**src/rtl/fir_pkg.sv**
```systemverilog
// Shared constants, data types and small helpers for the FIR tap sequencer.
package fir_pkg;

  // Geometry of the filter: tap address, coefficient and ADC sample MSBs.
  localparam int ORDER_MSB  = 5;
  localparam int FILTER_MSB = 15;
  localparam int ADC_MSB    = 11;

  localparam int ORDER_W = ORDER_MSB + 1;
  localparam int COEF_W  = FILTER_MSB + 1;
  localparam int ADC_W   = ADC_MSB + 1;
  localparam int TAPS    = 2 ** ORDER_W;

  typedef logic signed [ADC_W-1:0]  sample_t;
  typedef logic signed [COEF_W-1:0] coef_t;
  typedef logic        [ORDER_W-1:0] tap_t;

  // CLEAR zeroes both memories after reset; RUN free-runs the tap index.
  typedef enum logic {
    CLEAR = 1'b0,
    RUN   = 1'b1
  } state_t;

  // Next tap index; wraps TAPS-1 -> 0 through the natural tap_t width.
  function automatic tap_t tap_inc(input tap_t t);
    return t + tap_t'(1);
  endfunction

  // Circular offset (a - b) mod TAPS, used to walk back through the delay line.
  function automatic tap_t tap_sub(input tap_t a, input tap_t b);
    return a - b;
  endfunction

endpackage

```
**src/rtl/fir_tap_sequencer_if.sv**
```systemverilog
// Sample handshake, coefficient write port and MAC-facing tap outputs.
interface fir_tap_sequencer_if;
  import fir_pkg::*;

  // Sample input handshake
  sample_t sample_in;
  logic    sample_valid;
  logic    sample_ready;

  // Coefficient load port
  logic    coef_we;
  tap_t    coef_waddr;
  coef_t   coef_wdata;

  // Outputs towards the multiply-accumulate stage
  tap_t    address;
  coef_t   coef_bits;
  sample_t buffer_bits;
  logic    pass_start;

  // Sticky dropped-sample flag and its clear
  logic    overrun;
  logic    overrun_clr;

  // Producer of samples/coefficients and consumer of the tap stream.
  modport master (
    output sample_in, sample_valid, coef_we, coef_waddr, coef_wdata, overrun_clr,
    input  sample_ready, address, coef_bits, buffer_bits, pass_start, overrun
  );

  // The sequencer itself.
  modport slave (
    input  sample_in, sample_valid, coef_we, coef_waddr, coef_wdata, overrun_clr,
    output sample_ready, address, coef_bits, buffer_bits, pass_start, overrun
  );

endinterface

```
**src/rtl/fir_delay_line.sv**
```systemverilog
// Circular ADC sample store. wp points at the newest committed sample; a
// commit writes at wp+1 and advances wp. Reads return x[wp - tap] one cycle
// later and see the memory contents from before any same-cycle write.
module fir_delay_line
  import fir_pkg::*;
(
  input  logic    clk,
  input  logic    reset,
  input  logic    clr_en,
  input  tap_t    clr_addr,
  input  logic    commit,
  input  sample_t commit_data,
  input  logic    rd_en,
  input  tap_t    tap,
  output sample_t rd_data
);

  sample_t mem [TAPS];
  tap_t    wp_reg;
  tap_t    wr_addr;
  tap_t    rd_addr;
  sample_t rd_data_reg;

  assign wr_addr = tap_inc(wp_reg);
  assign rd_addr = tap_sub(wp_reg, tap);
  assign rd_data = rd_data_reg;

  // Write pointer moves only when a staged sample is committed.
  always_ff @(posedge clk or posedge reset) begin
    if (reset) begin
      wp_reg <= '0;
    end else if (commit) begin
      wp_reg <= wr_addr;
    end
  end

  // Memory write: zero-fill during the clear sweep, otherwise commit the new sample.
  always_ff @(posedge clk) begin
    if (clr_en) begin
      mem[clr_addr] <= '0;
    end else if (commit) begin
      mem[wr_addr] <= commit_data;
    end
  end

  // Registered read at the tap offset; holds zero until the first RUN read.
  always_ff @(posedge clk or posedge reset) begin
    if (reset) begin
      rd_data_reg <= '0;
    end else if (rd_en) begin
      rd_data_reg <= mem[rd_addr];
    end
  end

endmodule

```
**src/rtl/fir_tap_sequencer.sv**
```systemverilog
// FIR tap sequencer: clears both memories after reset, then free-runs the tap
// index and presents address / coefficient / delayed sample to the MAC with
// one cycle of latency. New samples are staged through a valid/ready handshake
// and committed only at the last tap so each pass sees a stable window.
module fir_tap_sequencer
  import fir_pkg::*;
(
  input  logic clk,
  input  logic reset,
  fir_tap_sequencer_if.slave bus
);

  state_t  state_reg;
  tap_t    cnt_reg;
  logic    pending_reg;
  sample_t staged_reg;
  logic    overrun_reg;
  tap_t    address_reg;
  coef_t   coef_bits_reg;
  logic    pass_start_reg;
  coef_t   coef_mem [TAPS];
  sample_t tap_sample;

  logic run;
  logic last_tap;
  logic ready;
  logic accept;
  logic drop;
  logic commit;

  assign run      = (state_reg == RUN);
  assign last_tap = (cnt_reg == tap_t'(TAPS - 1));
  assign ready    = run && !pending_reg;
  assign accept   = ready && bus.sample_valid;
  // Only a RUN-state offer while a sample is already staged is a drop; offers
  // during CLEAR are simply ignored.
  assign drop     = run && pending_reg && bus.sample_valid;
  // The staged sample lands at the pass boundary, when the last tap is read.
  assign commit   = run && pending_reg && last_tap;

  // One counter serves as the clear index in CLEAR and the tap index in RUN;
  // it wraps to 0 exactly as CLEAR hands over to RUN.
  always_ff @(posedge clk or posedge reset) begin
    if (reset) begin
      state_reg <= CLEAR;
      cnt_reg   <= '0;
    end else begin
      cnt_reg <= tap_inc(cnt_reg);
      if (state_reg == CLEAR && last_tap) begin
        state_reg <= RUN;
      end
    end
  end

  // Single-entry staging register between the handshake and the delay line.
  always_ff @(posedge clk or posedge reset) begin
    if (reset) begin
      pending_reg <= 1'b0;
      staged_reg  <= '0;
    end else if (commit) begin
      pending_reg <= 1'b0;
    end else if (accept) begin
      pending_reg <= 1'b1;
      staged_reg  <= bus.sample_in;
    end
  end

  // Sticky overrun: a drop in the same cycle as a clear keeps the flag set.
  always_ff @(posedge clk or posedge reset) begin
    if (reset) begin
      overrun_reg <= 1'b0;
    end else if (drop) begin
      overrun_reg <= 1'b1;
    end else if (bus.overrun_clr) begin
      overrun_reg <= 1'b0;
    end
  end

  // Coefficient store write: zero-fill during CLEAR, host writes only in RUN.
  always_ff @(posedge clk) begin
    if (!run) begin
      coef_mem[cnt_reg] <= '0;
    end else if (bus.coef_we) begin
      coef_mem[bus.coef_waddr] <= bus.coef_wdata;
    end
  end

  // Registered tap outputs; a same-cycle coefficient write is not yet visible.
  always_ff @(posedge clk or posedge reset) begin
    if (reset) begin
      address_reg    <= '0;
      coef_bits_reg  <= '0;
      pass_start_reg <= 1'b0;
    end else if (run) begin
      address_reg    <= cnt_reg;
      coef_bits_reg  <= coef_mem[cnt_reg];
      pass_start_reg <= (cnt_reg == '0);
    end
  end

  fir_delay_line u_delay_line (
    .clk         (clk),
    .reset       (reset),
    .clr_en      (!run),
    .clr_addr    (cnt_reg),
    .commit      (commit),
    .commit_data (staged_reg),
    .rd_en       (run),
    .tap         (cnt_reg),
    .rd_data     (tap_sample)
  );

  assign bus.sample_ready = ready;
  assign bus.address      = address_reg;
  assign bus.coef_bits    = coef_bits_reg;
  assign bus.buffer_bits  = tap_sample;
  assign bus.pass_start   = pass_start_reg;
  assign bus.overrun      = overrun_reg;

endmodule

```
**src/flat_wrapper.sv**
```systemverilog
// flat-port wrapper written by rule: the top's interface ports become plain ports
module fir_tap_sequencer_flat import fir_pkg::*;
  (clk, reset, bus_sample_in, bus_sample_valid, bus_coef_we, bus_coef_waddr, bus_coef_wdata, bus_overrun_clr, bus_sample_ready, bus_address, bus_coef_bits, bus_buffer_bits, bus_pass_start, bus_overrun);
  fir_tap_sequencer_if bus_i ();
  input  logic clk;
  input  logic reset;
  input wire logic [$bits(bus_i.sample_in)-1:0] bus_sample_in;
  input wire logic [$bits(bus_i.sample_valid)-1:0] bus_sample_valid;
  input wire logic [$bits(bus_i.coef_we)-1:0] bus_coef_we;
  input wire logic [$bits(bus_i.coef_waddr)-1:0] bus_coef_waddr;
  input wire logic [$bits(bus_i.coef_wdata)-1:0] bus_coef_wdata;
  input wire logic [$bits(bus_i.overrun_clr)-1:0] bus_overrun_clr;
  output wire logic [$bits(bus_i.sample_ready)-1:0] bus_sample_ready;
  output wire logic [$bits(bus_i.address)-1:0] bus_address;
  output wire logic [$bits(bus_i.coef_bits)-1:0] bus_coef_bits;
  output wire logic [$bits(bus_i.buffer_bits)-1:0] bus_buffer_bits;
  output wire logic [$bits(bus_i.pass_start)-1:0] bus_pass_start;
  output wire logic [$bits(bus_i.overrun)-1:0] bus_overrun;
  assign bus_i.sample_in = bus_sample_in;
  assign bus_i.sample_valid = bus_sample_valid;
  assign bus_i.coef_we = bus_coef_we;
  assign bus_i.coef_waddr = bus_coef_waddr;
  assign bus_i.coef_wdata = bus_coef_wdata;
  assign bus_i.overrun_clr = bus_overrun_clr;
  assign bus_sample_ready = bus_i.sample_ready;
  assign bus_address = bus_i.address;
  assign bus_coef_bits = bus_i.coef_bits;
  assign bus_buffer_bits = bus_i.buffer_bits;
  assign bus_pass_start = bus_i.pass_start;
  assign bus_overrun = bus_i.overrun;
  fir_tap_sequencer u_core (.clk(clk), .reset(reset), .bus(bus_i));
endmodule
```
**config.mk**
```make
export PLATFORM = sky130hd
export DESIGN_NAME = fir_tap_sequencer_flat
export DESIGN_NICKNAME = d
export VERILOG_FILES = /design/src/rtl/fir_pkg.sv /design/src/rtl/fir_tap_sequencer_if.sv /design/src/rtl/fir_delay_line.sv /design/src/rtl/fir_tap_sequencer.sv /design/src/flat_wrapper.sv
export SDC_FILE = /design/constraint.sdc
export NUM_CORES = 2
export LEC_CHECK = 0
export BUFFER_PORTS_ARGS = -buffer_cell sky130_fd_sc_hd__buf_2
export CORE_MARGIN = 1
export CORE_UTILIZATION = 28
export DETAILED_ROUTE_END_ITERATION = 16
export PLACE_DENSITY_LB_ADDON = 0.05
export SYNTH_ARGS = -nofsm -noshare
export SYNTH_HDL_FRONTEND = slang
export SYNTH_SLANG_ARGS = --single-unit
export TNS_END_PERCENT = 30
```
**constraint.sdc**
```tcl
create_clock -name clk -period 4.3 [get_ports clk]
set_clock_uncertainty 0.2 [all_clocks]
set_input_delay 0.86 -clock clk [delete_from_list [all_inputs] [get_ports clk]]
set_output_delay 0.86 -clock clk [all_outputs]
set_load 0.02 [all_outputs]
```
# After elaboration in Yosys (flattened, before gate mapping)
# Memories as Yosys holds them, arrays and structs flattened. A register that Yosys moved wholly into a read port is not among the register bits.
# Index checks and enable logic that the tools add are counted.
# totals
output_inout_bits,37
memories,2
elab_cells,46
ff_bits,34
inputBits,39
mem_bits_rw,1792
# op_classes
n_eq_ne,1
n_addsub,3
muxes,17
n_reduce_logical,13
bitwise,2
# mem_list
name,words,word_bits,read_ports,rd_clocked_by_memory_dff,wr,line,text
u_core.coef_mem,64,16,1,1,1,fir_tap_sequencer.sv:21,coef_t coef_mem [TAPS];
u_core.u_delay_line.mem,64,12,1,1,1,fir_delay_line.sv:18,sample_t mem [TAPS];
# ops
operator,count
$mux 16,1
$reduce_or 16->1,1
$mux 1,13
$add 6x1->6 const B,2
$mux 12,1
$mux 6,2
$reduce_or 12->1,1
$eq 6x6->1 const B,1
$logic_and 1x1->1,6
$logic_not 6->1,1
$sub 6x6->6,1
$reduce_bool 2->1,2
$not 1->1,2
$reduce_and 2->1,1
$logic_not 1->1,1

# Logic depth before layout (Yosys ltp)
# depth
depth_word,7
depth_mapped,15
ltp_nobuf,10

# Hierarchy
# A second synthesis with hierarchy kept.
# hier_totals
cells_unflattened,3516
area_unflattened_um2,72470.8
# modules_own_cells
module,instances,cells_each,seq_area_each_um2,area_per_inst_um2
fir_tap_sequencer,1,1943,31850.5,41524.8
fir_delay_line,1,1573,23512.6,30945.9

# Least setup slack after synthesis
# Ideal clock, no wire load.
# synth_timing
kind,reg-to-reg
from,reg u_core.cnt_reg[3]
to,"reg u_core.u_delay_line.rd_data_reg[0], in the netlist u_core.u_delay_line.rd_data[0], read port of u_core.u_delay_line.mem"
t_arrival_ns,3.354
stages_incl_launch_ff,14
setup_ns,0.123
required_ns,3.977
slack_ns,0.623
n_path_buf,4
period_less_slack_ns,3.677
cell_sequence,dfrtp_1 -> clkbuf_1 -> inv_2 -> buf_2 -> buf_2 -> buf_1 -> ha_1 -> o21ai_1 -> a21oi_1 -> or4b_1 -> a311oi_4 -> nand3_1 -> o21ai_1 -> nor4_1
# synth_between
elab_chain_cells,1
# synth_lines
element,line,text
from (decl),fir_tap_sequencer.sv:14,tap_t cnt_reg;
from (signal assigned),fir_tap_sequencer.sv:48,cnt_reg <= tap_inc(cnt_reg);
$sub 6x6->6,fir_pkg.sv:31,return a - b;
to (decl),fir_delay_line.sv:22,sample_t rd_data_reg;
# Every way passes these cells.
# A chain may end at the register's enable or synchronous reset.

# Worst setup path after layout
# layout_timing
from,reg u_core.u_delay_line.wp_reg[0]
to,"reg u_core.u_delay_line.rd_data_reg[11], in the netlist u_core.u_delay_line.rd_data[11], read port of u_core.u_delay_line.mem"
# layout_between
elab_chain_cells,1
# layout_lines
element,line,text
from (decl),fir_delay_line.sv:19,tap_t wp_reg;
from (signal assigned),fir_delay_line.sv:33,wp_reg <= wr_addr;
$sub 6x6->6,fir_pkg.sv:31,
# Every way passes these cells.

==> results.sh <==
export IMPL_status="finished, final reports clean"
export IMPL_critical_path_class="reg2reg"
export IMPL_worstSetupPathDepth=10
export IMPL_yosysMostFrequentCell="edfxtp_1"
export IMPL_antenna_found_initial=14
export IMPL_syn_area_per_cell_um2=21.6
export IMPL_reg2reg_from="u_core.u_delay_line.wp_reg[0]"
export IMPL_fmax_mhz=248
export IMPL_drtPass1Iterations=5
export IMPL_fillerInstances=24100
export IMPL_ant_nets=0
export IMPL_worst_r2r_setup_slack_ns=0.27
export IMPL_wl_per_cell_um=29.7
export IMPL_synth_edf_count=1792
export IMPL_synth_cells=3319
export IMPL_synth_nets=3367
export IMPL_ys_flop_type="edfxtp_1"
export IMPL_grt_pass1_vias=37000
export IMPL_pre_cts_ws_ns=0.300
export IMPL_grt_pass1_wl_mm=300
export IMPL_finalSetupViolations=0
export IMPL_yosys_area_top_type="edfxtp_1"
export IMPL_multi_input_area_mm2=0.0157
export IMPL_path_buf_inv=3
export IMPL_final_cell_area_mm2=0.0851
export IMPL_power_density_mw_per_mm2=436
export IMPL_clock_sinks=1854
export IMPL_place_hpwl_mm=135
export IMPL_die_width_um=508
export IMPL_cp_arrival_ns=4.52
export IMPL_max_slew_margin=0.334
export IMPL_cts_resized=0
export IMPL_synth_area_leaders="edfxtp_1 75%, mux4_2 16%, dfrtp_1 2.2%"
export IMPL_cp_start_kind="flip-flop"
export IMPL_rsz0062_at_grt="false"
export IMPL_p_seq_frac=0.526
export IMPL_nNetsFinal=3773
export IMPL_seq_area_mm2=0.0554
export IMPL_ys_seq_area_frac=0.771
export IMPL_clkPwrFrac=0.472
export IMPL_ys_types=52
export IMPL_switching_share=0.197
export IMPL_cts_root_buf="clkbuf_16"
export IMPL_drt_vias_per_instance=4.76
export IMPL_dr_first_iter_drc_count=3067
export IMPL_grt_max_degree=97
export IMPL_rows=185
export IMPL_num_vias=34600
export IMPL_hold_path_class="in2reg"
export IMPL_cts_path_max_buffers=3
export IMPL_dpl_cell_area_mm2=0.0783
export IMPL_cts_buffers=213
export IMPL_start_util=0.282
export IMPL_drc=0
export IMPL_clock_latency_ns=0.83
export IMPL_grt_overflow=0
export IMPL_synth_async_reset_ratio=0.0334
export IMPL_synth_seq_cells=1854
export IMPL_wl_met1_mm=90.2
export IMPL_cts_tree="yes"
export IMPL_gp_congestion=0.746
export IMPL_crit_chain="inv_1 -> ha_4 -> fa_4 -> buf_12 -> buf_4 -> mux4_2 -> nand2_1 -> nand3_1 -> a21oi_1 -> nor4_1"
export IMPL_io_pins=76
export IMPL_largest_reg_flops=1024
export IMPL_synth_top_area_frac=0.749
export IMPL_grt_usage=0.168
export IMPL_p_int_mw=29.8
export IMPL_layout_min_cycle_time_ns=4.03
export IMPL_timing_hold_ws_ns=0.0811
export IMPL_met2WireLength_mm=111
export IMPL_htree_levels=4
export IMPL_worst_r2r_cell_count=10
export IMPL_area_delta_synth_final_pct=18.4
export IMPL_crit_required_ns=4.79
export IMPL_hold_viol=0
export IMPL_critical_path_startpoint="u_core.u_delay_line.wp_reg[0]"
export IMPL_endpoint="u_core.u_delay_line.rd_data[11]"
export IMPL_setup_tns_ns=0
export IMPL_reg2reg_to="u_core.u_delay_line.rd_data[11]"
export IMPL_route_met3_wl_mm=9.64
export IMPL_die_h_um=508
export IMPL_routed_wl_mm=216
export IMPL_synth_area_mm2=0.0718
export IMPL_maxUsedRoutingLayer="met4"
export IMPL_period_share=0.937
export IMPL_comb_power_share=0.001
export IMPL_yosys_warnings=0
export IMPL_worst_path_max_delay_cell="fa_4"
export IMPL_p_switching_mw=7.31
export IMPL_drv_cap=0
export IMPL_setup_ws_ns=0.273
export IMPL_fin_total_pwr_mw=37.1
export IMPL_drive_gt1_frac=0.310
export IMPL_post_cts_buffers=0
export IMPL_cellLeakagePower_nw=23.1
export IMPL_cp_max_fo=50
export IMPL_ir_worst_vdd_v=0.000342
export IMPL_crit_family="adder cells"
export IMPL_worst_pin_slew_ns=0.998
export IMPL_drv_slew=0
export IMPL_core_mm2=0.255
export IMPL_dieArea_mm2=0.259
export IMPL_ys_top_cells_by_count="1792 x edfxtp_1, 499 x mux4_2, 236 x nand2_1, 148 x nor2_1, 90 x clkbuf_1"
export IMPL_slowest_delay_ns=0.83
export IMPL_clk_pin_slew_worst_paths_ns=0.06
export IMPL_port_buffer_count=75
export IMPL_worst_setup_path_end_kind="flip-flop"
cells in the final DEF, fill, tap and decap left out, drive strengths merged, types with 2 or more instances in the layout:
cell            n
a211oi          3
a21oi          53
a31oi          11
a32o            2
a32oi          10
a41o            2
and2           13
and3           27
buf           357
bufinv         17
clkbuf        268
clkinv         97
clkinvlp        2
dfrtp          62
diode           4
dlygate4sd3     3
edfxtp       1792
ha              8
inv            17
mux2           19
mux2i          80
mux4          499
nand2         236
nand2b          6
nand3          65
nand3b          3
nor2          148
nor2b           3
nor3            4
nor4           11
o21a            2
o21ai          39
o31ai           3
o32ai           4
xnor2          10
xor2           11
worst min-delay path by stage:
stage | from | to | slack, ns | depth (start not counted)
global route | bus_sample_in[1] | u_core.staged_reg[1] | 0.02 | 2
CTS | bus_sample_in[1] | u_core.staged_reg[1] | 0.0004 | 2
finish | bus_sample_in[1] | u_core.staged_reg[1] | 0.08 | 2
floorplan | u_core.staged_reg[10] | u_core.staged_reg[10] | 0.27 | 1
global placement | u_core.staged_reg[11] | u_core.staged_reg[11] | 0.29 | 1
detailed placement | u_core.staged_reg[0] | u_core.staged_reg[0] | 0.29 | 1
power groups by stage:
stage | sequential [mW] | combinational (mW) | clock (mW)
after global placement | 19.9 | 0.0531 | 0
after global routing | 19.5 | 0.0566 | 18.7
after CTS | 19.5 | 0.0556 | 18.0
final | 19.5 | 0.0517 | 17.5
after floorplan | 19.9 | 0.0120 | 0
after detailed placement | 19.9 | 0.0534 | 0
routing by layer:
layer,up-vias,GRT usage
li1,14600,-
met1,18900,0.214
met2,815,0.292
met3,267,0.0297
met4,0,0.0429
met5,-,0
area by class of cell:
cell class | count | share of cell area
Inverter | 12 | 0.000574
Sequential cell | 1854 | 0.651
Clock buffer | 268 | 0.0663
Tap cell | 3366 | 0.0495
Timing Repair Buffer | 360 | 0.0352
Clock inverter | 121 | 0.0123
Antenna cell | 4 | 0.000118
Multi-Input combinational cell | 1284 | 0.185
stage by stage:
stage          cells   util
6_report        7269  0.334
5_1_grt         7266  0.334
4_1_cts         7265  0.334
3_5_place_dp    6873  0.308
3_3_place_gp    6873  0.308
2_1_floorplan   3319      -
kinds of logic (layout without fill, tap and decap cells):
logic type / Yosys count / in the layout / share of synthesized area
AOI/OAI and AO/OA: 136 / 136 / 0.0117
xor gates and xnor gates: 21 / 21 / 0.00303
adders and majority gates: 9 / 9 / 0.00167
buffers and inverters: 181 / 761 / 0.0114
DFF: 1854 / 1854 / 0.771
muxes: 598 / 598 / 0.171
other: 0 / 4 / 0
and+or+nand+nor: 520 / 520 / 0.0309
timing repair:
item / 4_1_cts / 5_1_grt
hold endpoints to repair: 40 / 0
hold buffers: 3 / 0
endpoints found under the setup margin: 0 / 0
(Power assumes the default switching activity.)
